$ cat src/rtl/sdram_arb2.sv
// sdram_arb2: two-client round-robin arbiter in front of the SDRAM byte controller.
// It serialises client byte reads/writes onto one wr/rd/rdy/val port and routes
// each read result back to its owner. A read with no mem_val is abandoned after
// RD_TIMEOUT cycles.
//
// Handshakes: a client raises cN_req with cN_we/addr/wdata stable and holds it
// until it sees cN_gnt. cN_gnt is high for the single cycle that ends with the
// controller taking the command, i.e. the posedge where (mem_wr|mem_rd) &
// mem_rdy. A request is sampled only in IDLE, so dropping it earlier cancels it.
// Once latched, the command always completes. Read data comes back later as a
// one-cycle cN_rvalid pulse. mem_val is honoured only in WAIT_RD.
module sdram_arb2 #(
    parameter int ADDR_DEPTH = 24,
    parameter int RD_TIMEOUT = 64
) (
    input  logic                  clk,
    input  logic                  rst_n,
    input  logic                  c0_req,
    input  logic                  c0_we,
    input  logic [ADDR_DEPTH-1:0] c0_addr,
    input  logic [7:0]            c0_wdata,
    output logic                  c0_gnt,
    output logic                  c0_rvalid,
    output logic [7:0]            c0_rdata,
    input  logic                  c1_req,
    input  logic                  c1_we,
    input  logic [ADDR_DEPTH-1:0] c1_addr,
    input  logic [7:0]            c1_wdata,
    output logic                  c1_gnt,
    output logic                  c1_rvalid,
    output logic [7:0]            c1_rdata,
    output logic                  mem_wr,
    output logic                  mem_rd,
    output logic [ADDR_DEPTH-1:0] mem_addr,
    output logic [7:0]            mem_data_wr,
    input  logic                  mem_rdy,
    input  logic                  mem_val,
    input  logic [7:0]            mem_data_rd,
    output logic                  rd_timeout,
    output logic [1:0]            dbg_state
);

    typedef enum logic [1:0] {
        ST_IDLE    = 2'd0,
        ST_ISSUE   = 2'd1,
        ST_WAIT_RD = 2'd2
    } state_t;

    // The counter value seen on the edge that declares the timeout.
    localparam logic [7:0] TO_LAST = 8'(RD_TIMEOUT - 1);

    state_t     r_state;
    state_t     w_next;
    logic       r_owner;     // client that owns the command in flight
    logic       r_last;      // client granted most recently
    logic [7:0] r_cnt;       // WAIT_RD cycle counter, saturating
    logic       w_any_req;
    logic       w_pick;
    logic       w_take;
    logic       w_val_hit;
    logic       w_to_hit;

    assign w_any_req = c0_req | c1_req;
    // On contention the client not granted last time wins; a lone requester always wins.
    assign w_pick    = (c0_req & c1_req) ? ~r_last : c1_req;
    assign w_take    = (r_state == ST_ISSUE) & mem_rdy;
    assign w_val_hit = (r_state == ST_WAIT_RD) & mem_val;
    assign w_to_hit  = (r_state == ST_WAIT_RD) & ~mem_val & (r_cnt == TO_LAST);

    assign c0_gnt    = w_take & ~r_owner;
    assign c1_gnt    = w_take & r_owner;
    assign dbg_state = r_state;

    // State register.
    always_ff @(posedge clk or negedge rst_n) begin
        if (!rst_n) begin
            r_state <= ST_IDLE;
        end else begin
            r_state <= w_next;
        end
    end

    // Next-state logic: a write returns to IDLE on accept, a read waits for data or timeout.
    always_comb begin
        w_next = r_state;
        case (r_state)
            ST_IDLE: begin
                if (w_any_req) begin
                    w_next = ST_ISSUE;
                end
            end
            ST_ISSUE: begin
                if (mem_rdy) begin
                    w_next = mem_wr ? ST_IDLE : ST_WAIT_RD;
                end
            end
            ST_WAIT_RD: begin
                if (w_val_hit || w_to_hit) begin
                    w_next = ST_IDLE;
                end
            end
            default: w_next = ST_IDLE;
        endcase
    end

    // Latch the winner's command in IDLE; hold it until the controller takes it.
    always_ff @(posedge clk or negedge rst_n) begin
        if (!rst_n) begin
            r_owner     <= 1'b0;
            mem_wr      <= 1'b0;
            mem_rd      <= 1'b0;
            mem_addr    <= '0;
            mem_data_wr <= '0;
        end else if ((r_state == ST_IDLE) && w_any_req) begin
            r_owner     <= w_pick;
            mem_wr      <= w_pick ? c1_we : c0_we;
            mem_rd      <= w_pick ? ~c1_we : ~c0_we;
            mem_addr    <= w_pick ? c1_addr : c0_addr;
            mem_data_wr <= w_pick ? c1_wdata : c0_wdata;
        end else if (w_take) begin
            mem_wr <= 1'b0;
            mem_rd <= 1'b0;
        end
    end

    // Round-robin history: updated on every grant, reset so that c0 wins first.
    always_ff @(posedge clk or negedge rst_n) begin
        if (!rst_n) begin
            r_last <= 1'b1;
        end else if (w_take) begin
            r_last <= r_owner;
        end
    end

    // Read timeout counter: cleared on accept, counts while waiting, saturates at 255.
    always_ff @(posedge clk or negedge rst_n) begin
        if (!rst_n) begin
            r_cnt <= 8'd0;
        end else if (w_take) begin
            r_cnt <= 8'd0;
        end else if ((r_state == ST_WAIT_RD) && (r_cnt != 8'hFF)) begin
            r_cnt <= r_cnt + 8'd1;
        end
    end

    // Route returned read data to the owner and raise the one-cycle response pulses.
    always_ff @(posedge clk or negedge rst_n) begin
        if (!rst_n) begin
            c0_rvalid  <= 1'b0;
            c1_rvalid  <= 1'b0;
            c0_rdata   <= 8'd0;
            c1_rdata   <= 8'd0;
            rd_timeout <= 1'b0;
        end else begin
            c0_rvalid  <= 1'b0;
            c1_rvalid  <= 1'b0;
            rd_timeout <= w_to_hit;
            if (w_val_hit) begin
                if (r_owner) begin
                    c1_rvalid <= 1'b1;
                    c1_rdata  <= mem_data_rd;
                end else begin
                    c0_rvalid <= 1'b1;
                    c0_rdata  <= mem_data_rd;
                end
            end
        end
    end

endmodule

$ cat config.mk
export PLATFORM = sky130hd
export DESIGN_NAME = sdram_arb2
export DESIGN_NICKNAME = d
export VERILOG_FILES = /design/src/rtl/sdram_arb2.sv
export SDC_FILE = /design/constraint.sdc
export NUM_CORES = 1
export LEC_CHECK = 0
export ABC_AREA = 1
export CAP_MARGIN = 15
export CORE_MARGIN = 5
export CORE_UTILIZATION = 45
export DETAILED_ROUTE_END_ITERATION = 10
export PLACE_DENSITY = 0.86
export RECOVER_POWER = 50
export REMOVE_ABC_BUFFERS = 1
export SETUP_SLACK_MARGIN = 0.02
export SYNTH_ARGS = -nofsm -noshare
export SYNTH_HDL_FRONTEND = slang
export SYNTH_SLANG_ARGS = --single-unit
$ cat constraint.sdc
create_clock -name clk -period 2.4 [get_ports clk]
set_input_delay 0.36 -clock clk [delete_from_list [all_inputs] [get_ports clk]]
set_output_delay 0.36 -clock clk [all_outputs]
set_load 0.01 [all_outputs]
-- Word-level counts from Yosys, hierarchy flattened
Index checks and enable logic that the tools add are counted.
- register bits: 65
- word-level logic and storage cells: 62
- add/sub/neg operators: 1
- eq/ne operators: 7
- multiplexer cells: 19
- bitwise operators: 13
- reductions and logical operators: 9
- operators with widths (kind ; count):
    24-bit 2-to-1 mux ; 1
    8-bit 2-to-1 mux ; 3
    1-bit 2-to-1 mux ; 10
    8-bit by 1-bit adder with 8-bit output (second input constant) ; 1
    8-bit by 6-bit == test with 1-bit output (second input constant) ; 1
    2-bit 2-to-1 mux ; 4
    8-bit != test (second input constant) ; 1
    1-bit bitwise AND ; 7
    2-bit != test (second input constant) ; 3
    2-bit one-hot mux with 3 select lines ; 1
    1-bit NOT ; 5
    2-bit AND reduction ; 2
    2-bit nonzero test ; 2
    3-bit AND reduction ; 1
    2-bit by 1-bit == test with 1-bit output (second input constant) ; 1
    2-bit == test (second input constant) ; 1
    1-bit logical AND ; 2
    2-bit zero test ; 1
    1-bit logical OR ; 1
    1-bit OR ; 1

-- Logic depth before layout (Yosys ltp)
Gate-level depths: netlist (run 1).
- depth after elaboration: 6
- depth in mapped cells: 9

-- Worst setup path after synthesis (run 1)
No wires, ideal clock.
- path kind: register to output
- start point: register r_state[0], in the netlist dbg_state[0]
- end point: output port c0_gnt
- data arrival time: 1009 ps
- path slack: 1031 ps
- stages on the path, launching flop included: 4
- buffers on the path: 1
- path through: dfrtp_1 nand3_1 buf_2 nor2_1
- cells in the longest elaborated chain, start to end: 3
- RTL lines (item ; RTL line ; source):
    start: declaration ; 52 ; state_t r_state;
    start signal: assignment ; 79 ; r_state <= w_next;
    2-bit by 1-bit == test with 1-bit output ; 66 ; assign w_take = (r_state == ST_ISSUE) & mem_rdy;
    1-bit bitwise AND ; 66 ;
    1-bit bitwise AND ; 70 ; assign c0_gnt = w_take & ~r_owner;
    end: declaration ; 22 ; output logic c0_gnt,
No other way between the ends.

-- Worst setup path after layout (run 1)
- start point: register r_state[1], in the netlist dbg_state[1]
- end point: output port c0_gnt
The elaborated chain is that of the path after synthesis.

==> impl_metrics.ini, run 1 <==
[synth]
netlist_area_um2 = 3040
ys_ff_latch = 65
synthCells = 352
yosysWarnings = 0
seq_area_frac_synth = 0.535
synth_edf_count = 0
ys_types = 25
synth_area_leader_cell = dfrtp_1
synth.area.top_cells = dfrtp_1, nand2_1, o21ai_0
ys_top_cells_by_count = nand2_1, dfrtp_1, nor2_1, o21ai_0, o21ai_1
synth_top_area_frac = 0.526
async_reset_ff_frac = 1.00
syn_area_per_cell_um2 = 8.64
yosysMostFrequentCell = nand2_1
synth-main-ff-cell = dfrtp_1

[timing]
final_hold_viol_count = 0
maxSlewHeadroom = 0.270
min_period_over_period = 0.843
fmax_ghz = 0.494
setup_viol = 0
fin_ws_ps = 378
timing_max_transition_violations_final = 0
finalCriticalPeriod_ps = 2020
tightest_slew_ps = 1090
rsz0062_at_grt = false
setup_tns_ps = 0
finClkSkew_ps = 5.78

[die]
start_util = 0.455
row_count = 30
ios = 137
die_w_um = 92.2
core_area_um2 = 6680
die-height_um = 92.2
dieArea_um2 = 8510

[worst_hold_path]
hp-start = c1_rdata[4]
hold_path.class = flip-flop to flip-flop
min_to = c1_rdata[4]
hold_depth = 2

[critical_path]
reg2reg_depth = 4
cp.arrival_ps = 1660
path_cells = inv_1 > nand3_1 > nor2_1 > clkdlybuf4s50_1
crit_required_ps = 2040
cp_slowest_cell = clkdlybuf4s50_1
cpPeakStageDelay_ps = 540
reg2reg_from = dbg_state[1]
regToRegEndpoint = c0_rdata[0]
worst-path-max-fanout = 4
criticalPathCategory = flip-flop to output port
ff2ff_setup_slack_ps = 590
cp-start-kind = flip-flop
cp-end-kind = output port

[clock_network]
clkSinkCount = 65
post_cts_resized = 0
cts_made_buffers = 9
cts.htree.levels = 3
cts_tree = yes
clockRootBuffer = clkbuf_8
path_clk_slew_ps = 70
clockBufferDepth = 2
clk_latency_ps = 330
postCtsSetupBuffers = 0

[detailed_routing]
drtPass1Iterations = 4
via_per_inst = 5.02
drt_wl_total_um = 8180
antenna_left = 0
drtIter0Drc = 135
route.vias.total = 2881
drc = 0
wl_per_cell_um = 14.3

[place]
hpwl_um = 6160
portBuffers = 136
gp_congestion = 0.807
dp_slack_ps = 380

[job]
drv_cap = 0

[global_route]
grt_pass1_wl_um = 13400
gr-total-overflow = 0
grt_use_total = 0.200
grt_antenna_before_repair = 0
grt_pass1_vias = 2782
grt_max_degree = 38

[power_and_ir_drop]
power.density_nw_per_um2 = 1140
power_leakage_nw = 2.02
p_total_mw = 5.18
peakVddDrop_uv = 547

[cells_and_area]
drive_gt1_frac = 0.0607
diodes = 0
num-fill-cells = 571
fin_nets = 570
area_growth_pct = 49.6

[outcome]
status = complete, no violations
==> per-stage QoR <==
step | utilization | hold WS, ps | cell area [µm²] | std cells
global placement | 0.662 | 329 | 4420 | 557
global route | 0.681 | 507 | 4550 | 574
finish | 0.681 | 489 | 4550 | 574
floorplan | - | 64.4 | 2920 | 336
detailed placement | 0.662 | 329 | 4420 | 557
CTS | 0.696 | 491 | 4650 | 574
==> flip-flops by register name, summed over array words and instances, names as in the netlist <==
name,cells
r_last,1
r_cnt,8
c1_rvalid,1
r_owner,1
c0_rdata,8
mem_data_wr,8
mem_rd,1
dbg_state,2
mem_addr,24
c0_rvalid,1
c1_rdata,8
mem_wr,1
rd_timeout,1
==> cells by family (layout without fill, tap and decap cells) <==
logic type               Yosys count  after routing  share of synthesized area
adder cells (fa/ha/maj)            1              1                    0.00411
buffers and inverters             40            182                     0.0707
AO/OA/AOI/OAI                     90             90                      0.170
AND/OR/NAND/NOR                  154            154                      0.214
flip-flops                        65             65                      0.535
XOR/XNOR                           2              2                    0.00576
==> cells in the final DEF (no fill, tap or decap) <==
cell / count
clkdlybuf4s50_1: 135
nand2_1: 87
dfrtp_1: 64
o21ai_0: 57
nor2_1: 48
o21ai_1: 30
inv_1: 21
nand3_1: 13
clkbuf_8: 9
inv_2: 3
xor2_1: 2
bufinv_16: 2
clkinvlp_4: 2
clkinv_2: 2
clkbuf_1: 2
clkbuf_2: 2
nor3_1: 1
nor2_2: 1
nand3b_1: 1
nand2_2: 1
o31ai_2: 1
o21ai_2: 1
nor2_4: 1
a21oi_2: 1
nand4_1: 1
ha_1: 1
inv_6: 1
dlygate4sd3_1: 1
buf_4: 1
buf_12: 1
dfstp_2: 1
==> critical path: cells and delay by family (launching register included) <==
family	cells	cell delay (ps)
DFF	1	400
and+or+nand+nor	2	280
buffers and inverters	2	660
==> layout make-up <==
cell class              instances  area [µm²]  share of cell area
flip-flops and latches         65        1630               0.358
repair buffers                142        1410               0.309
multi-input cells             247        1110               0.244
clock buffers                   9         124              0.0272
well taps                      80         100              0.0220
clock inverters                 7        93.8              0.0206
inverters                      24        90.1              0.0198
==> routing by layer <==
| metal | share of wire | track usage |
|---|---|---|
| met2 | 0.49 | 0.331 |
| met1 | 0.41 | 0.239 |
| met5 | 0 | 0 |
| met3 | 0.087 | 0.0705 |
| met4 | 0.021 | 0.0743 |
==> report_power, final <==
group | internal (mW) | switching (mW) | total [mW]
registers | 1.58 | 0.306 | 1.89
logic | 1.17 | 1.11 | 2.28
clock network | 0.584 | 0.428 | 1.01
==> worst max path at each step <==
stage	startpoint	endpoint	slack [ps]	depth (start not counted)
final	dbg_state[1]	c0_gnt	380	4
after CTS	dbg_state[0]	c0_gnt	350	3
after floorplan	c1_req	mem_wr	560	4
after global routing	dbg_state[1]	c0_gnt	220	4
after detailed placement	mem_rdy	c0_gnt	380	4
after global placement	mem_rdy	c1_gnt	370	4
==> timing repair <==
item	in CTS	in global routing
endpoints found under the hold margin	17	0
endpoints found under the setup margin	0	0
hold buffers	1	0
(Power assumes the default switching activity.)
==> run 2, diff against run 1 <==
--- a/config.mk
+++ b/config.mk
@@ -8,9 +8,9 @@
 export ABC_AREA = 1
 export CAP_MARGIN = 15
 export CORE_MARGIN = 5
-export CORE_UTILIZATION = 45
+export CORE_UTILIZATION = 42
 export DETAILED_ROUTE_END_ITERATION = 10
-export PLACE_DENSITY = 0.86
+export PLACE_DENSITY = 0.81
 export RECOVER_POWER = 50
 export REMOVE_ABC_BUFFERS = 1
 export SETUP_SLACK_MARGIN = 0.02
==> constraint.sdc (replaced) <==
create_clock -name clk -period 1.9 [get_ports clk]
set_input_delay 0.285 -clock clk [delete_from_list [all_inputs] [get_ports clk]]
set_output_delay 0.285 -clock clk [all_outputs]
set_load 0.01 [all_outputs]
==> impl_metrics.ini, run 2 (synthesis gave the netlist of run 1 again) <==
[outcome]
status = complete, no violations

[timing]
timing_max_transition_violations_final = 0
tightest_slew_ps = 760
setup_viol = 0
maxSlewHeadroom = 0.493
finClkSkew_ps = 7.39
fin_ws_ps = 184
finalCriticalPeriod_ps = 1720
final_hold_viol_count = 0
fmax_ghz = 0.583
min_period_over_period = 0.903
rsz0062_at_grt = false

[die]
die_w_um = 95.1
core_area_um2 = 7140
ios = 137
row_count = 31
start_util = 0.426
die-height_um = 95.1
dieArea_um2 = 9050

[detailed_routing]
drt_wl_total_um = 8320
drtIter0Drc = 78
antenna_left = 0
route.vias.total = 2883
drc = 0
drtPass1Iterations = 4
via_per_inst = 4.85
wl_per_cell_um = 14.0

[power_and_ir_drop]
power_leakage_nw = 2.03
peakVddDrop_uv = 620
power.density_nw_per_um2 = 1420

[clock_network]
clk_latency_ps = 330
clkSinkCount = 65
path_clk_slew_ps = 80
cts_tree = yes
cts.htree.levels = 3
cts_made_buffers = 9
clockRootBuffer = clkbuf_8
clockBufferDepth = 2

[cells_and_area]
fin_cells = 594
fin_nets = 571
mostFrequentLayoutCell = clkdlybuf4s50_1
layout_common_cells = clkdlybuf4s50_1, nand2_1, dfrtp_1
drive_gt1_frac = 0.0707
area_growth_pct = 50.5
diodes = 0
largest_reg_flops = 24
design_area_um2 = 4580
top_register = mem_addr

[global_route]
grt_pass1_vias = 2906
grt_max_degree = 38
gr-total-overflow = 0
grt_antenna_before_repair = 0
grt_use_total = 0.189
grt_pass1_wl_um = 13400

[place]
portBuffers = 136
gp_congestion = 0.812
place_area_um2 = 4460
dp_slack_ps = -26.3
hpwl_um = 6260
placed_cells = 577

[critical_path]
cp-end-kind = output port
criticalPathCategory = flip-flop to output port
cp.arrival_ps = 1430
crit_required_ps = 1620
worst-path-max-fanout = 4
cp-start-kind = flip-flop

[worst_hold_path]
hold_path.class = flip-flop to flip-flop

[job]
drv_cap = 0
-- run 2: cell count changes in the layout (fill, tap and decap cells not counted), moves of 2 or more --
cell / change
clkdlybuf4s50_1: -2
clkinv_4: +2
o21ai_2: +2
dlygate4sd2_1: +2
-- run 2: power breakdown --
group	internal [mW]	leakage (nW)	total (mW)	switching [mW]
Sequential	2.00	0.816	2.38	0.380
Combinational	1.48	1.12	2.91	1.43
Clock	0.643	0.0985	1.19	0.551
Total	4.12	2.03	6.48	2.37
-- run 2: final cells by class --
type                            count  area [µm²]
Fill cell                         644        2560
Sequential cell                    65        1630
Multi-Input combinational cell    247        1130
Inverter                           24        90.1
Clock inverter                      6        67.6
Timing Repair Buffer              143        1400
Tap cell                           99         124
Clock buffer                       10         138
-- run 2: what timing repair did --
action	in CTS	in global routing
resized for setup	3	0
setup buffers	0	0
hold buffers	1	0
setup endpoints to repair	2	0
endpoints found under the hold margin	23	0
-- run 2: worst max-delay path, cell delays in order, from the launching register on --
cell and delay (ps):
dfrtp_1 410, inv_2 100, nand3_1 140, nor2_1 150, dlygate4sd2_1 300
-- run 2: metrics by stage --
stage	utilization	power, mW	hold slack [ps]	setup TNS, ps
floorplan	-	3.74	-10.6	0
global placement	0.624	5.38	328	0
detailed placement	0.624	5.47	332	-26.3
CTS	0.654	6.68	490	0
global route	0.641	6.98	508	0
finish	0.641	6.48	489	0
-- run 2: final timing paths --
check	start	end	slack [ps]	cells after the start
setup / recovery	dbg_state[1]	c0_gnt	180	4
hold / removal	c0_rdata[6]	c0_rdata[6]	490	2
setup reg to reg	dbg_state[0]	mem_rd	200	5
hold reg to reg	c0_rdata[6]	c0_rdata[6]	490	2
max in group asynchronous	rst_n	c0_rdata[7]	320	3
min in group asynchronous	rst_n	r_cnt[4]	510	2
-- run 2: routing by layer --
layer  global-route usage  part of all wire
met3               0.0639             0.088
met1                0.232              0.40
met4               0.0673             0.013
met5                    0                 0
met2                0.310              0.49
